--- src/rtl/axi_trn_pkg.sv ---
// axi_trn_pkg
//   Shared definitions for the TRN-RX -> AXI4-Stream bridge: TUSER bit
//   positions, TLP fmt/type codes, the input FSM state type, the FIFO
//   sideband record and helpers for non-posted detection and keep generation.
package axi_trn_pkg;

  localparam int TUSER_WIDTH    = 22;
  localparam int TUSER_ERR_BIT  = 1;
  localparam int TUSER_BAR_LSB  = 2;
  localparam int TUSER_SOF_BIT  = 14;
  localparam int SIDEBAND_WIDTH = 10;

  localparam logic [4:0] TYPE_MEM    = 5'b00000;
  localparam logic [4:0] TYPE_MEM_LK = 5'b00001;
  localparam logic [4:0] TYPE_IO     = 5'b00010;
  localparam logic [4:0] TYPE_CFG0   = 5'b00100;
  localparam logic [4:0] TYPE_CFG1   = 5'b00101;

  typedef enum logic {
    ST_IDLE,
    ST_IN_PKT
  } rx_state_t;

  // Per-beat sideband stored next to data and keep in the FIFO.
  typedef struct packed {
    logic       sof;
    logic [6:0] bar_hit;
    logic       err;
    logic       last;
  } rx_side_t;

  // Non-posted: MRd/MRdLk (only without data), IO and Cfg requests.
  function automatic logic is_np(input logic [31:0] hdr_dw0);
    logic [1:0] fmt;
    logic [4:0] tlp_type;
    fmt      = hdr_dw0[30:29];
    tlp_type = hdr_dw0[28:24];
    return (!fmt[1] && (tlp_type == TYPE_MEM || tlp_type == TYPE_MEM_LK)) ||
           (tlp_type == TYPE_IO) ||
           (tlp_type == TYPE_CFG0) || (tlp_type == TYPE_CFG1);
  endfunction

  // Byte-enable mask (up to 128 bits of data) for a beat. Only an eof beat
  // on a multi-DW datapath is partial: rem+1 DWs, packed into the low DWs.
  function automatic logic [15:0] rem2keep(input logic [1:0] rem, input logic eof,
                                           input int n_dw);
    int          valid_dw;
    logic [15:0] keep;
    valid_dw = (eof && n_dw > 1) ? int'(rem) + 1 : n_dw;
    keep = '0;
    for (int i = 0; i < 4; i++) begin
      if (i < valid_dw) keep[4*i +: 4] = 4'hF;
    end
    return keep;
  endfunction

endpackage

--- src/rtl/axi_trn_rx_fifo.sv ---
// axi_trn_rx_fifo
//   Synchronous first-word-fall-through FIFO. The head entry is visible on
//   rd_data whenever count is non-zero; rd_data reads as zero when empty.
//   Ports: clk/rst (sync, active-high), wr_en/wr_data, rd_en/rd_data,
//   count (current occupancy), count_next (occupancy after this edge).
module axi_trn_rx_fifo #(
  parameter int  WIDTH = 8,
  parameter int  DEPTH = 4,
  localparam int PTR_W = $clog2(DEPTH),
  localparam int CNT_W = PTR_W + 1
) (
  input  logic             clk,
  input  logic             rst,
  input  logic             wr_en,
  input  logic [WIDTH-1:0] wr_data,
  input  logic             rd_en,
  output logic [WIDTH-1:0] rd_data,
  output logic [CNT_W-1:0] count,
  output logic [CNT_W-1:0] count_next
);

  logic [WIDTH-1:0] mem [DEPTH];
  logic [PTR_W-1:0] wr_ptr;
  logic [PTR_W-1:0] rd_ptr;
  logic             do_rd;

  assign do_rd   = rd_en && (count != '0);
  assign rd_data = (count != '0) ? mem[rd_ptr] : '0;

  always_comb begin
    count_next = count;
    if (wr_en && !do_rd)      count_next = count + CNT_W'(1);
    else if (!wr_en && do_rd) count_next = count - CNT_W'(1);
  end

  // Storage has no reset so it can map onto distributed RAM.
  always_ff @(posedge clk) begin
    if (wr_en) mem[wr_ptr] <= wr_data;
  end

  // DEPTH is a power of two, so the pointers wrap naturally.
  always_ff @(posedge clk) begin
    if (rst) begin
      wr_ptr <= '0;
      rd_ptr <= '0;
      count  <= '0;
    end else begin
      if (wr_en) wr_ptr <= wr_ptr + PTR_W'(1);
      if (do_rd) rd_ptr <= rd_ptr + PTR_W'(1);
      count <= count_next;
    end
  end

  a_no_overflow: assert property (@(posedge clk) disable iff (rst)
    !(wr_en && !do_rd && count == CNT_W'(DEPTH)));

endmodule

--- src/rtl/axi_trn_rx_bridge.sv ---
// axi_trn_rx_bridge
//   TRN RX -> AXI4-Stream bridge for the PCIe endpoint. An input FSM polices
//   TRN framing (orphan beats, nested sof, discontinue), beats are DW-swapped
//   and given byte enables, then buffered in an FWFT FIFO feeding AXIS.
//   Ports: user_clk/user_rst (sync, active-high); trn_* TRN RX interface with
//   registered trn_rdst_rdy; m_axis_rx_* AXIS master; np_counter counts
//   delivered non-posted TLPs; proto_err pulses on a framing violation.
module axi_trn_rx_bridge
  import axi_trn_pkg::*;
#(
  parameter int  C_DATA_WIDTH = 64,
  parameter int  FIFO_DEPTH   = 4,
  parameter int  NP_CNT_WIDTH = 3,
  parameter int  TCQ          = 1,
  localparam int REM_WIDTH    = (C_DATA_WIDTH == 128) ? 2 : 1,
  localparam int STRB_WIDTH   = C_DATA_WIDTH / 8
) (
  input  logic                    user_clk,
  input  logic                    user_rst,
  input  logic [C_DATA_WIDTH-1:0] trn_rd,
  input  logic                    trn_rsof,
  input  logic                    trn_reof,
  input  logic                    trn_rsrc_rdy,
  output logic                    trn_rdst_rdy,
  input  logic                    trn_rsrc_dsc,
  input  logic [REM_WIDTH-1:0]    trn_rrem,
  input  logic                    trn_rerrfwd,
  input  logic [6:0]              trn_rbar_hit,
  input  logic                    trn_lnk_up,
  output logic [C_DATA_WIDTH-1:0] m_axis_rx_tdata,
  output logic                    m_axis_rx_tvalid,
  input  logic                    m_axis_rx_tready,
  output logic [STRB_WIDTH-1:0]   m_axis_rx_tkeep,
  output logic                    m_axis_rx_tlast,
  output logic [TUSER_WIDTH-1:0]  m_axis_rx_tuser,
  output logic [NP_CNT_WIDTH-1:0] np_counter,
  output logic                    proto_err
);

  localparam int N_DW       = C_DATA_WIDTH / 32;
  localparam int FIFO_WIDTH = C_DATA_WIDTH + STRB_WIDTH + SIDEBAND_WIDTH;
  localparam int CNT_WIDTH  = $clog2(FIFO_DEPTH) + 1;

  // TCQ is kept for drop-in compatibility; registers carry no modelled delay.
  if (!(C_DATA_WIDTH == 32 || C_DATA_WIDTH == 64 || C_DATA_WIDTH == 128) ||
      FIFO_DEPTH < 4 || (FIFO_DEPTH & (FIFO_DEPTH - 1)) != 0 || TCQ < 0) begin : g_param_check
    $error("axi_trn_rx_bridge: unsupported parameter set");
  end

  rx_state_t               state, state_next;
  logic                    accept;
  logic                    wr_en;
  logic [C_DATA_WIDTH-1:0] swapped;
  logic [C_DATA_WIDTH-1:0] wr_data;
  logic [STRB_WIDTH-1:0]   wr_keep;
  rx_side_t                wr_side;
  rx_side_t                rd_side;
  logic [1:0]              rem_ext;
  logic                    proto_err_next;
  logic                    rd_en;
  logic [FIFO_WIDTH-1:0]   rd_word;
  logic [CNT_WIDTH-1:0]    fifo_count;
  logic [CNT_WIDTH-1:0]    fifo_count_next;

  assign accept  = trn_rsrc_rdy && trn_rdst_rdy;
  assign rem_ext = 2'(trn_rrem);

  // TRN carries DW0 in the MS bits, AXIS in the LS bits.
  for (genvar i = 0; i < N_DW; i++) begin : g_dw_swap
    assign swapped[32*i +: 32] = trn_rd[32*(N_DW-1-i) +: 32];
  end

  always_comb begin
    state_next          = state;
    wr_en               = 1'b0;
    wr_data             = swapped;
    wr_keep             = STRB_WIDTH'(rem2keep(rem_ext, trn_reof, N_DW));
    wr_side.sof         = trn_rsof;
    wr_side.bar_hit     = trn_rbar_hit;
    wr_side.err         = trn_rerrfwd;
    wr_side.last        = trn_reof;
    proto_err_next      = 1'b0;
    case (state)
      ST_IDLE: begin
        if (accept) begin
          if (trn_rsof) begin
            wr_en = 1'b1;
            if (!trn_reof) state_next = ST_IN_PKT;
          end else begin
            proto_err_next = 1'b1;
          end
        end
      end
      ST_IN_PKT: begin
        // A discontinue closes the packet even without a beat, so the
        // consumer always sees a terminated, error-flagged packet.
        if (trn_rsrc_dsc) begin
          wr_en        = 1'b1;
          wr_data      = accept ? swapped : '0;
          wr_keep      = '1;
          wr_side.sof  = accept && trn_rsof;
          wr_side.err  = 1'b1;
          wr_side.last = 1'b1;
          state_next   = ST_IDLE;
        end else if (accept) begin
          wr_en = 1'b1;
          if (trn_rsof) proto_err_next = 1'b1;
          if (trn_reof) state_next = ST_IDLE;
        end
      end
      default: state_next = ST_IDLE;
    endcase
    if (!trn_lnk_up) state_next = ST_IDLE;
  end

  axi_trn_rx_fifo #(
    .WIDTH (FIFO_WIDTH),
    .DEPTH (FIFO_DEPTH)
  ) u_fifo (
    .clk        (user_clk),
    .rst        (user_rst),
    .wr_en      (wr_en),
    .wr_data    ({wr_data, wr_keep, wr_side}),
    .rd_en      (rd_en),
    .rd_data    (rd_word),
    .count      (fifo_count),
    .count_next (fifo_count_next)
  );

  assign {m_axis_rx_tdata, m_axis_rx_tkeep, rd_side} = rd_word;
  assign m_axis_rx_tvalid = (fifo_count != '0);
  assign m_axis_rx_tlast  = rd_side.last;
  assign rd_en            = m_axis_rx_tvalid && m_axis_rx_tready;

  always_comb begin
    m_axis_rx_tuser                        = '0;
    m_axis_rx_tuser[TUSER_ERR_BIT]         = rd_side.err;
    m_axis_rx_tuser[TUSER_BAR_LSB +: 7]    = rd_side.bar_hit;
    m_axis_rx_tuser[TUSER_SOF_BIT]         = rd_side.sof;
  end

  // Ready keeps one entry spare: a beat already in flight when ready falls,
  // or a beat-less discontinue, can still be written without overflow.
  always_ff @(posedge user_clk) begin
    if (user_rst) begin
      state        <= ST_IDLE;
      trn_rdst_rdy <= 1'b0;
      proto_err    <= 1'b0;
      np_counter   <= '0;
    end else begin
      state        <= state_next;
      trn_rdst_rdy <= trn_lnk_up && (fifo_count_next <= CNT_WIDTH'(FIFO_DEPTH - 2));
      proto_err    <= proto_err_next;
      if (rd_en && rd_side.sof && is_np(m_axis_rx_tdata[31:0]))
        np_counter <= np_counter + NP_CNT_WIDTH'(1);
    end
  end

endmodule

--- config.mk ---
export PLATFORM = sky130hd
export DESIGN_NAME = axi_trn_rx_bridge
export DESIGN_NICKNAME = d
export VERILOG_FILES = /design/src/rtl/axi_trn_pkg.sv /design/src/rtl/axi_trn_rx_fifo.sv /design/src/rtl/axi_trn_rx_bridge.sv
export SDC_FILE = /design/constraint.sdc
export NUM_CORES = 1
export LEC_CHECK = 0
export CORE_ASPECT_RATIO = 0.5
export CORE_MARGIN = 8
export CORE_UTILIZATION = 54
export CTS_CLUSTER_SIZE = 28
export DETAILED_ROUTE_END_ITERATION = 16
export GPL_TIMING_DRIVEN = 0
export PLACE_DENSITY_LB_ADDON = 0.05
export SKIP_CTS_REPAIR_TIMING = 1
export SYNTH_ARGS = -nofsm -noshare
export SYNTH_HDL_FRONTEND = slang
export SYNTH_SLANG_ARGS = --single-unit
--- constraint.sdc ---
create_clock -name user_clk -period 4.26 [get_ports user_clk]
set_clock_uncertainty 0.05 [all_clocks]
set_input_delay 0.852 -clock user_clk [delete_from_list [all_inputs] [get_ports user_clk]]
set_output_delay 0.852 -clock user_clk [all_outputs]
set_load 0.02 [all_outputs]
==> impl_results.md, run 1 <==
- Max cap viols: 0
- Crit path launch type: register
- Hold path start: np_counter[2]
- Clock-pin slew on the worst setup and hold paths: ~0.060 ns
- Drt drc: 0
- Nets@finish: 972
- Status: complete, no violations
- Buf+Inv Stages, Crit Path: 5
- Crit-path leading delay family: buffers and inverters
- Worst reg2reg path depth: 5
- Max Slew Vio Count: 0
- CP Data Required Time: 3.36 ns
- Hold Crit Class: register to register
- Worst-path cell chain: buf_2 > buf_2 > buf_2 > mux4_2 > and2_1 > buf_4 > clkdlybuf4s50_1
- Drt first-iter violations: 436
- Mean post-synth cell area: 19.2 um^2
- Crit share post-route: 0.964
- Synth Warn #: 0
- Initial antenna violation count: 1
- Count of flip-flops with a built-in enable after synthesis: slightly above 300
- Mapped cell area: 12,800 um^2
- Hold_ws: between 0.4 and 0.5 ns
- Final setup fails: 0
- 1st-pass router iterations: 6
- Total GRT Usage: 0.190
- Port Buffers: 168
- GRT Residual Overflow: 0
- Initial Util: 0.543
- Fin. Hold Viols: 0
- Slew HR: 0.503
- Max VDD drop: between 0.4 and 0.5 mV
- Gpl congestion: 0.702
- WP data arrival: 3.20 ns
- Critical path's largest stage delay: 0.54 ns
- FF-to-FF setup slack: 1.63 ns
- Worst-margin pin slew: 0.745 ns
- Die Ht: 125 um
- Worst-path maximum fanout: 10
- FMAX: about 240 MHz
- Worst r2r dst: u_fifo.mem[0][59]
- DIE AREA: 29,300 um^2
- Leakage: roughly 0.0052 uW
- Sequential fraction of the synthesis area: 0.734
- WHS Endpoint: np_counter[2]
- Share of layout cells above drive strength 1: 0.175
- CTS tree: yes
- Via Count: just under 7k
- CTS max path bufs: 3
- Cell Pwr Density: a little over 600 nW/um^2
- Unique masters post-synth: 36
- Fin crit period: 4.11 ns
- Post-synth ARST share: 0
- Number of routed nets with antenna violations: 0
- RSZ-0062 raised after global routing: no
- Detailed placement HPWL: 18,700 um
- Power Total: 9710 uW
- CTS H-Tree Depth: 1
- Largest net degree at the start of global routing: 45
- Crit. End Element: output port
- Crit path kind: register to output port
- Clock Sinks: about 320
- TritonCTS Buffers: 28
- Ys flop type: edfxtp_1
- Worst r2r src: state
- Boundary Pins: around 180
- Most used cell, CP: buf_2
- Slowest cell on crit path: clkdlybuf4s50_1
- Filler cells: 1,555
- Final WL: 27,700 um
- Wire per inst: 22.7 um
- Worst hold stages: 2
- Seq cells post-synth: 319
- Mapped Cells: 668
- First-pass GRT wire length: 42,700 um
- Die Span X: 234 um
- Vias/cell: 5.54
- Row cnt: 40
- Syn-to-layout area delta: 24.9%
- Via count of the first global-routing pass: 7,303
- Core area: 23,700 um^2
- Clk Latency, worst-skew pair: 0.55 ns
- Clk root buf: clkbuf_16
routing by layer:
metal  track usage  routed length [um]
met1         0.260               11900
met2         0.313               13700
met3        0.0436                1770
met4        0.0328                 327
met5             0                   0
cell type report:
class / instances / area (um^2) / share of cell area
Multi-Input combinational cell: 305 / 3170 / 0.197
Clock inverter: 17 / 205 / 0.0128
Clock buffer: 33 / 741 / 0.0462
Antenna cell: 1 / 2.50 / 0.000156
Inverter: 5 / 18.8 / 0.00117
Sequential cell: 319 / 9430 / 0.588
Tap cell: 315 / 394 / 0.0246
Timing Repair Buffer: 172 / 1790 / 0.112
Buffer: 52 / 298 / 0.0186
synthesized netlist by cell type (2+ instances only):
| master | count | area (um^2) |
|---|---|---|
| ha_1 | 8 | 100 |
| buf_6 | 2 | 22.5 |
| conb_1 | 2 | 7.51 |
| nand2_1 | 3 | 11.3 |
| mux4_2 | 76 | 1710 |
| edfxtp_1 | 304 | 9130 |
| nand3b_1 | 3 | 22.5 |
| xnor2_1 | 3 | 26.3 |
| buf_2 | 8 | 40.0 |
| buf_4 | 20 | 150 |
| mux2i_1 | 2 | 20.0 |
| o21ai_0 | 5 | 25.0 |
| nor2_1 | 11 | 41.3 |
| a211oi_1 | 2 | 15.0 |
| a21oi_1 | 4 | 20.0 |
| or3_1 | 2 | 12.5 |
| and2_1 | 80 | 500 |
| nor2b_1 | 66 | 413 |
| inv_1 | 5 | 18.8 |
| xor2_1 | 4 | 35.0 |
| clkbuf_1 | 23 | 86.3 |
| nand3_1 | 4 | 20.0 |
| nand2b_1 | 4 | 25.0 |
| dfxtp_1 | 15 | 300 |
tightest hold or removal path, delay by kind of cell, from the launching register on:
kind / cells / cell delay, ns
DFF: 1 / 0.32
AOI/OAI and AO/OA: 2 / 0.13
how the worst max path moves through the flow:
stage                     cells after the start  slack [ns]             endpoint             from
final                                         7        0.15   m_axis_rx_tkeep[2]         register
after global routing                          7        0.01   m_axis_rx_tkeep[2]         register
after CTS                                     8       -0.37  m_axis_rx_tdata[32]  u_fifo.count[0]
after detailed placement                      8        0.21  m_axis_rx_tdata[32]  u_fifo.count[0]
after global placement                        5       -1.59    u_fifo.mem[3][63]         trn_rsof
after floorplan                               4        0.49     u_fifo.mem[1][0]     trn_rsrc_rdy
cell usage in the layout (no fill, tap or decap), types with 2 or more instances in the layout:
cell type	instances
nand3_1	4
mux2i_1	2
clkinvlp_4	2
conb_1	17
xor2_1	4
buf_4	20
buf_2	8
nand2b_1	3
nor2_1	11
ha_1	8
clkbuf_1	23
a211oi_1	2
clkbuf_16	29
buf_16	4
clkdlybuf4s50_1	168
clkinv_1	8
nand2_1	3
nor2b_1	66
a21oi_1	4
buf_6	2
or3_1	2
and2_4	4
dfxtp_1	15
xnor2_1	3
edfxtp_1	304
o21ai_0	5
and2_1	76
mux4_2	76
clkbuf_2	2
bufinv_16	5
inv_1	5
clkinv_2	2
nand3b_1	3
registers in the layout, summed over array words and instances, names as in the netlist, named ones only:
name and flops:
np_counter 3, proto_err 1, state 1, trn_rdst_rdy 1
u_fifo.count 3, u_fifo.mem 304, u_fifo.rd_ptr 2, u_fifo.wr_ptr 2
where the power goes:
group          internal [uW]  switching [uW]  total [uW]
registers               3500            36.3        3530
logic                   1720            1840        3560
clock network           1540            1080        2610
metrics by stage:
step | TNS (ns) | instances | setup WS (ns) | util | instance area [um^2]
6_report | 0 | 1219 | 0.153 | 0.678 | 16000
5_1_grt | 0 | 1218 | 0.0130 | 0.678 | 16000
4_1_cts | -5.78 | 1220 | -0.373 | 0.678 | 16000
3_5_place_dp | 0 | 1170 | 0.212 | 0.638 | 15100
3_3_place_gp | -478.35 | 1166 | -1.59 | 0.633 | 15000
2_1_floorplan | 0 | 683 | 0.494 | - | 12900
kinds of logic after synthesis:
kind of cell	after synthesis	share of synthesized area
and+or+nand+nor	179	0.0853
adders and majority gates	8	0.00779
AOI/OAI and AO/OA	16	0.00779
other	2	0.000585
buffers and inverters	59	0.0250
xor gates and xnor gates	7	0.00477
DFF	319	0.734
muxes	78	0.135
No activity file was read; power rests on OpenSTA's default activity.
==> inputs of run 2 (changes only) <==
--- a/config.mk
+++ b/config.mk
@@ -8,6 +8,7 @@
 export CORE_ASPECT_RATIO = 0.5
 export CORE_MARGIN = 8
 export CORE_UTILIZATION = 54
+export CTS_CLUSTER_DIAMETER = 120
 export CTS_CLUSTER_SIZE = 28
 export DETAILED_ROUTE_END_ITERATION = 16
 export GPL_TIMING_DRIVEN = 0
==> run 2 against run 1 <==
Compared with the run above:
- core utilization is 2.2 points lower
- worst hold slack better by 0.0061 ns
- critical path depth stayed put
- wire length is 2.2% lower
- fmax is 0.71% higher
- clock power is 39% lower
- sequential share of layout area is 2.0 points higher
- critical path type unchanged
- critical endpoint unchanged
==> impl_results.md, run 2 (synthesized netlist as in run 1, its figures left out) <==
- Hold Crit Class: register to register
- Slew HR: 0.498
- Worst hold stages: 2
- Die Ht: around 130 um
- Crit path launch type: register
- Vias/cell: 5.49
- Wire per inst: 22.8 um
- Fin crit period: around 4.1 ns
- Met3 Use GR: 0.0429
- Clk Latency, worst-skew pair: 0.51 ns
- Port Buffers: approximately 170
- Met2 track demand over resource: 0.308
- Power Total: 8680 uW
- Core area: 23,700 um^2
- Busiest grt layer: met2
- M1 GR Usage: 0.255
- Worst reg2reg path depth: 5
- Worst r2r dst: u_fifo.mem[0][59]
- Post-Place Cells: about 1.2k
- GRT Residual Overflow: 0
- WP data arrival: 3.18 ns
- Setup TNS: 0 ns
- Commonest non-fill, non-tap cells in the layout: edfxtp_1, clkdlybuf4s50_1, mux4_2, and2_1, nor2b_1
- Total GRT Usage: 0.186
- FF-to-FF setup slack: 1.59 ns
- Most common cell after layout, fill and taps aside: edfxtp_1
- Via Count: 6,530
- CTS max path bufs: 3
- Fin. Hold Viols: 0
- Crit share post-route: 0.957
- Final WL: 27,100 um
- CTS tree: yes
- Clk root buf: clkbuf_16
- Initial Util: 0.543
- Worst-margin pin slew: 0.753 ns
- Final setup fails: 0
- Setup WS pre-CTS: ~0.21 ns
- Detailed placement HPWL: 18,700 um
- Share of layout cells above drive strength 1: 0.158
- Worst Slack Setup Final: 0.182 ns
- CP Data Required Time: roughly 3.4 ns
- Largest net degree at the start of global routing: 45
- Crit path kind: register to output port
- Final cell count without fillers: about 1.2k
- Leakage: 0.00500 uW
- Cell Pwr Density: about 560 nW/um^2
- Gpl congestion: 0.702
- Initial antenna violation count: 2
- Status: complete, no violations
- Row cnt: 40
- Max Slew Vio Count: 0
- Drt drc: 0
- Nets@finish: between 900 and 1k
- WHS Endpoint: np_counter[2]
- FMAX: about 250 MHz
- Max VDD drop: ~0.48 mV
- Filler cells: around 1.6k
- Top reg by flops: u_fifo.mem
- Syn-to-layout area delta: 20.8%
- Max FFs per register: 304
- RSZ-0062 raised after global routing: no
- Max cap viols: 0
- Boundary Pins: 182
- Clock-pin slew on the worst setup and hold paths: approximately 0.1 ns
- Largest registers: u_fifo.mem (304), np_counter (3), u_fifo.count (3)
- TritonCTS Buffers: 15
- Worst-path maximum fanout: 10
- 1st-pass router iterations: 5
- Drt first-iter violations: approximately 430
- Worst r2r src: state
- First-pass GRT wire length: 41,800 um
- Via count of the first global-routing pass: 7,130
- Die Span X: 234 um
- Hold path start: np_counter[2]
- Crit. End Element: output port
- CTS H-Tree Depth: 1
- DIE AREA: 29,300 um^2
- Number of routed nets with antenna violations: 0
- Clock Sinks: 319
-- run 2: cell count changes in the layout (fill, tap and decap cells not counted), sizes merged --
cell / previous run / this run
clkbuf: 54 / 40
clkinv: 10 / 0
bufinv: 5 / 0
clkinvlp: 2 / 0
inv: 5 / 7
-- run 2: final cells by class --
class / instances / area (um^2) / share of cell area
sequential: 319 / 9430 / 0.608
inverter: 5 / 18.8 / 0.00121
tap: 315 / 394 / 0.0254
buffer: 52 / 299 / 0.0193
multi-input combinational: 305 / 3170 / 0.204
clock buffer: 19 / 390 / 0.0252
antenna: 1 / 2.50 / 0.000161
clock inverter: 2 / 28.8 / 0.00185
timing repair buffer: 172 / 1790 / 0.115
-- run 2: metrics by stage --
stage	util	instance area, um^2	hold slack (ns)
6_report	0.656	15500	0.448
5_1_grt	0.656	15500	0.466
4_1_cts	0.656	15500	0.450
3_5_place_dp	0.638	15100	0.436
3_3_place_gp	0.633	15000	0.416
2_1_floorplan	-	12900	0.435
-- run 2: how the worst max path moves through the flow --
stage / startpoint / end / slack, ns / cells after the start
after floorplan: trn_rsrc_rdy / u_fifo.mem[1][0] / 0.49 / 4
after global placement: trn_rsof / u_fifo.mem[3][63] / -1.59 / 5
after detailed placement: u_fifo.count[0] / m_axis_rx_tdata[32] / 0.21 / 8
after CTS: u_fifo.count[0] / m_axis_rx_tdata[32] / -0.35 / 8
after global routing: register / m_axis_rx_tkeep[2] / 0.02 / 7
final: register / m_axis_rx_tkeep[2] / 0.18 / 7
-- run 2: critical path, cell delays in order (launching register included) --
cell and delay [ns]:
dfxtp_1 0.43, buf_2 0.30, buf_2 0.34, buf_2 0.33, mux4_2 0.36, and2_1 0.22, buf_4 0.14, clkdlybuf4s50_1 0.54
-- run 2: report_power, final --
group | internal, uW | total, uW | leakage, uW | switching (uW)
sequential | 3490 | 3530 | 0.00286 | 36.1
clock | 671 | 1600 | 0.000204 | 925
combinational | 1720 | 3550 | 0.00194 | 1830
total | 5890 | 8680 | 0.00500 | 2790
-- run 2: metal layers --
metal	wire, um	vias up	part of all wire
li1	-	2926	-
met1	11900	3420	0.44
met2	13300	163	0.49
met3	1610	21	0.060
met4	293	0	0.011
met5	0	-	0
